$ cat src/rtl/dmem_arb.sv
// Two-CPU round-robin arbiter in front of a single-port line memory (d_mem).
// One transaction at a time: latch request in IDLE, drive memory in BUSY, pulse rdy in DONE.
module dmem_arb #(
    parameter int unsigned TMO_CYC = 255
) (
    input  logic        clk,
    input  logic        rst,

    input  logic        cpu0_re,
    input  logic        cpu0_we,
    input  logic [10:0] cpu0_addr,
    input  logic [63:0] cpu0_wline,
    output logic        cpu0_rdy,
    output logic [63:0] cpu0_rline,

    input  logic        cpu1_re,
    input  logic        cpu1_we,
    input  logic [10:0] cpu1_addr,
    input  logic [63:0] cpu1_wline,
    output logic        cpu1_rdy,
    output logic [63:0] cpu1_rline,

    output logic        mem_re,
    output logic        mem_we,
    output logic [10:0] mem_addr,
    output logic [63:0] mem_wline,
    input  logic [63:0] mem_rdata,
    input  logic        mem_rdy,

    output logic        grant_0,
    output logic        grant_1,
    output logic        err
);

    localparam int unsigned CNT_W = (TMO_CYC < 2) ? 1 : $clog2(TMO_CYC + 1);
    localparam logic [CNT_W-1:0] CNT_LAST = CNT_W'(TMO_CYC - 1);

    typedef enum logic [1:0] {
        StIdle,
        StBusy,
        StDone
    } state_t;

    state_t             r_state, w_state_nxt;
    logic               r_id, w_id_nxt;
    logic               r_we, w_we_nxt;
    logic [10:0]        r_addr, w_addr_nxt;
    logic [63:0]        r_wline, w_wline_nxt;
    logic               r_last, w_last_nxt;
    logic [CNT_W-1:0]   r_cnt, w_cnt_nxt;
    logic               r_err, w_err_nxt;
    logic [63:0]        r_rline0, w_rline0_nxt;
    logic [63:0]        r_rline1, w_rline1_nxt;

    logic               w_req0, w_req1, w_pick1, w_both;

    assign w_req0  = cpu0_re | cpu0_we;
    assign w_req1  = cpu1_re | cpu1_we;
    // r_last holds the id granted most recently; on contention the other CPU wins.
    assign w_pick1 = w_req1 & (~w_req0 | ~r_last);
    assign w_both  = w_pick1 ? (cpu1_re & cpu1_we) : (cpu0_re & cpu0_we);

    always_comb begin
        w_state_nxt  = r_state;
        w_id_nxt     = r_id;
        w_we_nxt     = r_we;
        w_addr_nxt   = r_addr;
        w_wline_nxt  = r_wline;
        w_last_nxt   = r_last;
        w_cnt_nxt    = r_cnt;
        w_err_nxt    = r_err;
        w_rline0_nxt = r_rline0;
        w_rline1_nxt = r_rline1;

        unique case (r_state)
            StIdle: begin
                w_cnt_nxt = '0;
                if (w_req0 || w_req1) begin
                    w_state_nxt = StBusy;
                    w_id_nxt    = w_pick1;
                    w_last_nxt  = w_pick1;
                    w_we_nxt    = w_pick1 ? cpu1_we    : cpu0_we;
                    w_addr_nxt  = w_pick1 ? cpu1_addr  : cpu0_addr;
                    w_wline_nxt = w_pick1 ? cpu1_wline : cpu0_wline;
                    if (w_both) begin
                        w_err_nxt = 1'b1;
                    end
                end
            end
            StBusy: begin
                if (mem_rdy) begin
                    w_state_nxt = StDone;
                    if (!r_we) begin
                        if (r_id) begin
                            w_rline1_nxt = mem_rdata;
                        end else begin
                            w_rline0_nxt = mem_rdata;
                        end
                    end
                end else if (r_cnt == CNT_LAST) begin
                    w_state_nxt = StDone;
                    w_err_nxt   = 1'b1;
                end else begin
                    w_cnt_nxt = r_cnt + 1'b1;
                end
            end
            StDone: begin
                w_state_nxt = StIdle;
            end
            default: begin
                w_state_nxt = StIdle;
            end
        endcase
    end

    always_ff @(posedge clk) begin
        if (rst) begin
            r_state  <= StIdle;
            r_id     <= 1'b0;
            r_we     <= 1'b0;
            r_addr   <= '0;
            r_wline  <= '0;
            r_last   <= 1'b1;
            r_cnt    <= '0;
            r_err    <= 1'b0;
            r_rline0 <= '0;
            r_rline1 <= '0;
        end else begin
            r_state  <= w_state_nxt;
            r_id     <= w_id_nxt;
            r_we     <= w_we_nxt;
            r_addr   <= w_addr_nxt;
            r_wline  <= w_wline_nxt;
            r_last   <= w_last_nxt;
            r_cnt    <= w_cnt_nxt;
            r_err    <= w_err_nxt;
            r_rline0 <= w_rline0_nxt;
            r_rline1 <= w_rline1_nxt;
        end
    end

    // Grant derives from the latched owner, so it is one-hot by construction.
    assign grant_0    = (r_state != StIdle) && !r_id;
    assign grant_1    = (r_state != StIdle) &&  r_id;
    assign mem_re     = (r_state == StBusy) && !r_we;
    assign mem_we     = (r_state == StBusy) &&  r_we;
    assign mem_addr   = r_addr;
    assign mem_wline  = r_wline;
    assign cpu0_rdy   = (r_state == StDone) && !r_id;
    assign cpu1_rdy   = (r_state == StDone) &&  r_id;
    assign cpu0_rline = r_rline0;
    assign cpu1_rline = r_rline1;
    assign err        = r_err;

endmodule

$ cat config.mk
export PLATFORM = sky130hd
export DESIGN_NAME = dmem_arb
export DESIGN_NICKNAME = d
export VERILOG_FILES = /design/src/rtl/dmem_arb.sv
export SDC_FILE = /design/constraint.sdc
export NUM_CORES = 1
export LEC_CHECK = 0
export CAP_MARGIN = 20
export CORE_AREA = 2 2 166 168
export DETAILED_ROUTE_END_ITERATION = 6
export DIE_AREA = 0 0 168 170
export PLACE_DENSITY = 0.77
export SLEW_MARGIN = 10
export SYNTH_ARGS = -nofsm -noshare
export SYNTH_HDL_FRONTEND = slang
export SYNTH_SLANG_ARGS = --single-unit
$ cat constraint.sdc
create_clock -name clk -period 4.4 [get_ports clk]
set_input_delay 0.44 -clock clk [delete_from_list [all_inputs] [get_ports clk]]
set_output_delay 0.44 -clock clk [all_outputs]
set_load 0.005 [all_outputs]
# Word level (Yosys, flattened, before mapping)
# Index checks and enable logic that the tools add are counted.
# totals
register_bits	217
latch_bits	0
mem_bits_rw	0
romBits	0
out_inout_bits	210
wordCells	64
n_memories	0
# op_classes
addsub	1
mul	0
div_mod_pow	0
order_cmp	0
eq_ne	9
shifts	0
n_mux	16
bitwise	10
reduce_logical	18
# op_table
cell	count
$mux W64	1
$mux W8	2
$pmux W8 S2	1
$mux W11	1
$ne A2 B2 Y1 const B	5
$add A8 B1 Y8 const B	1
$eq A8 B8 Y1 const B	1
$reduce_and A4 Y1	2
$logic_and A1 B1 Y1	6
$mux W1	6
$mux W2	3
$reduce_and A5 Y1	1
$not A1 Y1	4
$pmux W2 S2	1
$reduce_and A2 Y1	2
$reduce_bool A2 Y1	2
$and A1 B1 Y1	3
$ne A3 B3 Y1 const B	1
$or A1 B1 Y1	3
$reduce_and A3 Y1	1
$eq A2 B1 Y1 const B	1
$eq A2 B2 Y1 const B	1
$logic_not A1 Y1	2
$logic_not A2 Y1	1
other kinds (2)	2

# Longest topological paths before layout
# logic_depth
depth_word	8
ltp_mapped	8
mapped_depth_nobuf	6

# Worst setup path after synthesis
# OpenSTA, ideal clock, no wires.
# synth_timing
path_kind	reg-to-reg
from	register r_cnt[0]
to	register r_cnt[1]
setup_time_ps	74
t_arrival_ps	1493
t_required_ps	4326
path_slack_ps	2832
path_stages_with_launch	6
synth_period_minus_slack_ps	1568
path_cell_list	dfxtp_1 > inv_1 > ha_1 > a41o_1 > or4b_1 > a31oi_1
# synth_between
elab_chain_len	4
# synth_rtl
item	line	rtl
start, declared	50	logic [CNT_W-1:0] r_cnt, w_cnt_nxt;
start signal, assigned	135	r_cnt <= w_cnt_nxt;
$add A8 B1 Y8	104	w_cnt_nxt = r_cnt + 1'b1;
$mux W8	100	end else if (r_cnt == CNT_LAST) begin
$mux W8	91	if (mem_rdy) begin
$pmux W8 S2	75	unique case (r_state)
# Parallel ways exist; a longest one is shown, timed or not. The select of a mux whose other input is x is not followed.
# A chain may end at the register's enable or synchronous reset.

# Worst setup path in the final report
# layout_timing
from	register r_state[0]
to	register r_rline0[12], in the netlist cpu0_rline[12]
# layout_between
elab_chain_len	2
# layout_rtl
item	line	rtl
start, declared	44	state_t r_state, w_state_nxt;
start signal, assigned	118	r_state <= StIdle;
start signal, assigned	129	r_state <= w_state_nxt;
$eq A2 B1 Y1	75	
$reduce_and A4 Y1 (no source line)	n/a	
end signal, assigned	137	r_rline0 <= w_rline0_nxt;
end, declared	52	logic [63:0] r_rline0, w_rline0_nxt;
# Every way passes these cells.

==> results_dict.tcl <==
set metrics [dict create \
    synth_nets 1207 \
    ir_worst_vdd_mv 0.192 \
    grt_usage_pct 18.0 \
    ctsLongestPathBuffers 3 \
    synth_edf_count 0 \
    cpPeakStageDelay_ns 0.87 \
    finalCritPeriodShare_pct 58.4 \
    cts_resized 0 \
    synth_seq_cells 217 \
    fp.dieW_um 168 \
    cpLargestDelayFamily "simple AND/OR/NAND/NOR gates" \
    worstPathRequired_ns 4.80 \
    synth_adder_area_share_pct 0.297 \
    yosysWarnings 0 \
    drt_drc_violations_left 0 \
    relSlewSlack_pct 28.6 \
    cts_made_buffers 23 \
    crit_type "flop to flop" \
    initial_core_util_pct 31.7 \
    crit_buf_inv 1 \
    clock_sinks 217 \
    skew_ns 0.0110 \
    max_slew.worst_pin.slew_ns 1.07 \
    rows 60 \
    power_density_nw_per_um2 378 \
    grt_max_degree 137 \
    io_pins 431 \
    cts.hold.buffers_added 0 \
    vias_per_cell 4.78 \
    fin_nets 1595 \
    synth_xor_area_share_pct 0.104 \
    seq_area_frac_synth_pct 51.5 \
    status "completed" \
    dp_cells 1688 \
    placement.io_buffers 430 \
    endpoint_kind "flop" \
    drive_gt1_share_pct 4.32 \
    synthSimpleGateAreaFrac_pct 17.9 \
    synth_cells 984 \
    syn-cell-area_um2 8440 \
    clk_latency_ns 0.50 \
    start_kind "flop" \
    post_cts_buffers 0 \
    min_period_ns 2.57 \
    min_path_type "flop to flop" \
    layoutNonFillerInstCount 1729 \
    rsz0062_at_grt "false" \
    worstPathArrival_ns 2.97 \
    cp_max_fo 45 \
    insertedDiodeCount 0 \
    synth_compound_area_share_pct 16.5 \
    crit_chain "nor3b_2 -> and3b_2 -> buf_4 -> nand2_1 -> a21oi_1" \
    grt_pass1_vias 7916 \
    cpMaxStageDelayCell "and3b_2" \
    antenna_found_initial 1 \
    die_h_um 170 \
    wl_um 27300 \
    synth_cell_type_count 45 \
    dr.pass1.iters 5 \
    syn_to_final_growth_pct 62.7 \
    ant_nets 0 \
    setup_tns_ns 0 \
    clk_pin_slew_ns 0.06 \
    cts_tree "built" \
    synth-main-ff-cell "dfxtp_1" \
    drv_slew 0 \
    async_flop_share_pct 0 \
    synth.mux.area_fraction_pct 8.90 \
    htree_num_levels 1 \
    drv_cap 0 \
    gp_congestion 0.819 \
    core-area_um2 26700 \
    max_freq_mhz 389 \
    n_fill_cell 2419 \
    syn_area_per_cell_um2 8.58 \
    clock-root-buffer "clkbuf_16" \
    power.leakage_uw 0.00509 \
    synth_top_family_by_area "simple AND/OR/NAND/NOR gates" \
    hpwl_um 20200 \
    drtIter0Drc 501 \
    wl_per_cell_um 15.8 \
    grt.overflow.total 0 \
    finalSetupViolations 0 \
    power.total_uw 5190 \
    grt_pass1_wl_um 41500 \
    dieArea_um2 28600 \
    via_count 8261 \
    finalHoldViolations 0 \
]
report_power, final:
part	internal [µW]	switching, µW	total [µW]
combinational	546	407	954
sequential	2100	71.3	2170
clock	1280	786	2070
total	3920	1260	5190
cell usage in the layout, fill, tap and decap left out, drive strengths merged, types with 3 or more instances in the layout:
| cell | synthesis | final |
|---|---|---|
| nand2 | 263 | 263 |
| a31oi | 4 | 4 |
| dfxtp | 217 | 217 |
| mux2i | 75 | 75 |
| bufinv | 0 | 4 |
| nand3 | 4 | 4 |
| clkinvlp | 0 | 4 |
| clkdlybuf4s50 | 0 | 429 |
| nor2 | 83 | 83 |
| or3 | 6 | 6 |
| o21ai | 7 | 7 |
| a211oi | 75 | 75 |
| nor3b | 3 | 3 |
| clkbuf | 32 | 32 |
| a21oi | 137 | 137 |
| nand4 | 3 | 3 |
| buf | 48 | 14 |
flip-flops by register name (all words and copies together), names as in the netlist:
name and flops:
r_last 1, mem_addr 11, r_id 1, cpu1_rline 64, err 1, cpu0_rline 64
r_cnt 8, r_we 1, r_state 2, mem_wline 64
worst paths after layout:
kind                    endpoint           start  depth (start not counted)  slack (ns)
setup / recovery  cpu0_rline[12]      r_state[0]                          5        1.83
hold / removal    cpu0_rline[45]  cpu0_rline[45]                          2        0.45
setup reg to reg  cpu0_rline[12]      r_state[0]                          5        1.83
hold reg to reg   cpu0_rline[45]  cpu0_rline[45]                          2        0.45
metal layers:
metal | wire (µm) | vias to the layer above | global-route usage [%] | part of all wire, %
met3 | 1970 | 68 | 3.98 | 7.2
met4 | 1160 | 2 | 7.67 | 4.3
met5 | 11 | - | 0 | 0.040
li1 | - | 4136 | - | -
met2 | 13400 | 343 | 32.5 | 49
met1 | 10800 | 3712 | 20.6 | 40
Yosys cell counts (2+ instances only):
library cell    n  area, µm²
dfxtp_1       217       4340
nand3_1         4       20.0
o21ai_0         4       20.0
nor2_1         82        308
or3_1           6       37.5
nand4_1         3       18.8
and3b_1         2       17.5
clkbuf_1       32        120
nand2_1       263        987
buf_4          16        120
nor2b_1         2       12.5
mux2i_1        75        751
o211ai_1        2       15.0
a21oi_1       136        681
a211oi_1       75        563
o21ai_1         2       10.0
a31oi_1         4       25.0
nor3b_1         2       15.0
ha_1            2       25.0
buf_2          30        150
tightest hold or removal path, delay by kind of cell, from the launching register on:
| family | cells | cell delay (ns) |
|---|---|---|
| compound gates | 1 | 0.05 |
| flops | 1 | 0.30 |
| simple gates | 1 | 0.05 |
cell families after synthesis:
family / count (synthesis)
compound gates: 232
xor+xnor: 1
fa+ha+maj: 2
buf+inv: 81
flops: 217
mux: 75
simple gates: 376
metrics by stage:
step	hold slack (ns)	setup WS (ns)	util, %	cell area, µm²
after global placement	0.441	1.79	48.5	12900
after floorplan	0.453	2.83	-	8440
after CTS	0.454	1.84	51.5	13700
after global routing	0.466	1.59	51.5	13700
after detailed placement	0.446	1.71	48.5	12900
final	0.451	1.83	51.5	13700
cell type report:
type | count | area [µm²] | share of cell area (%)
clock inverters | 9 | 155 | 1.13
inverters | 1 | 3.75 | 0.0273
clock buffers | 32 | 659 | 4.80
multi-input cells | 686 | 3710 | 27.0
flip-flops and latches | 217 | 4340 | 31.6
well taps | 341 | 427 | 3.11
repair buffers | 443 | 4430 | 32.3
No activity file was read; power rests on OpenSTA's default activity.
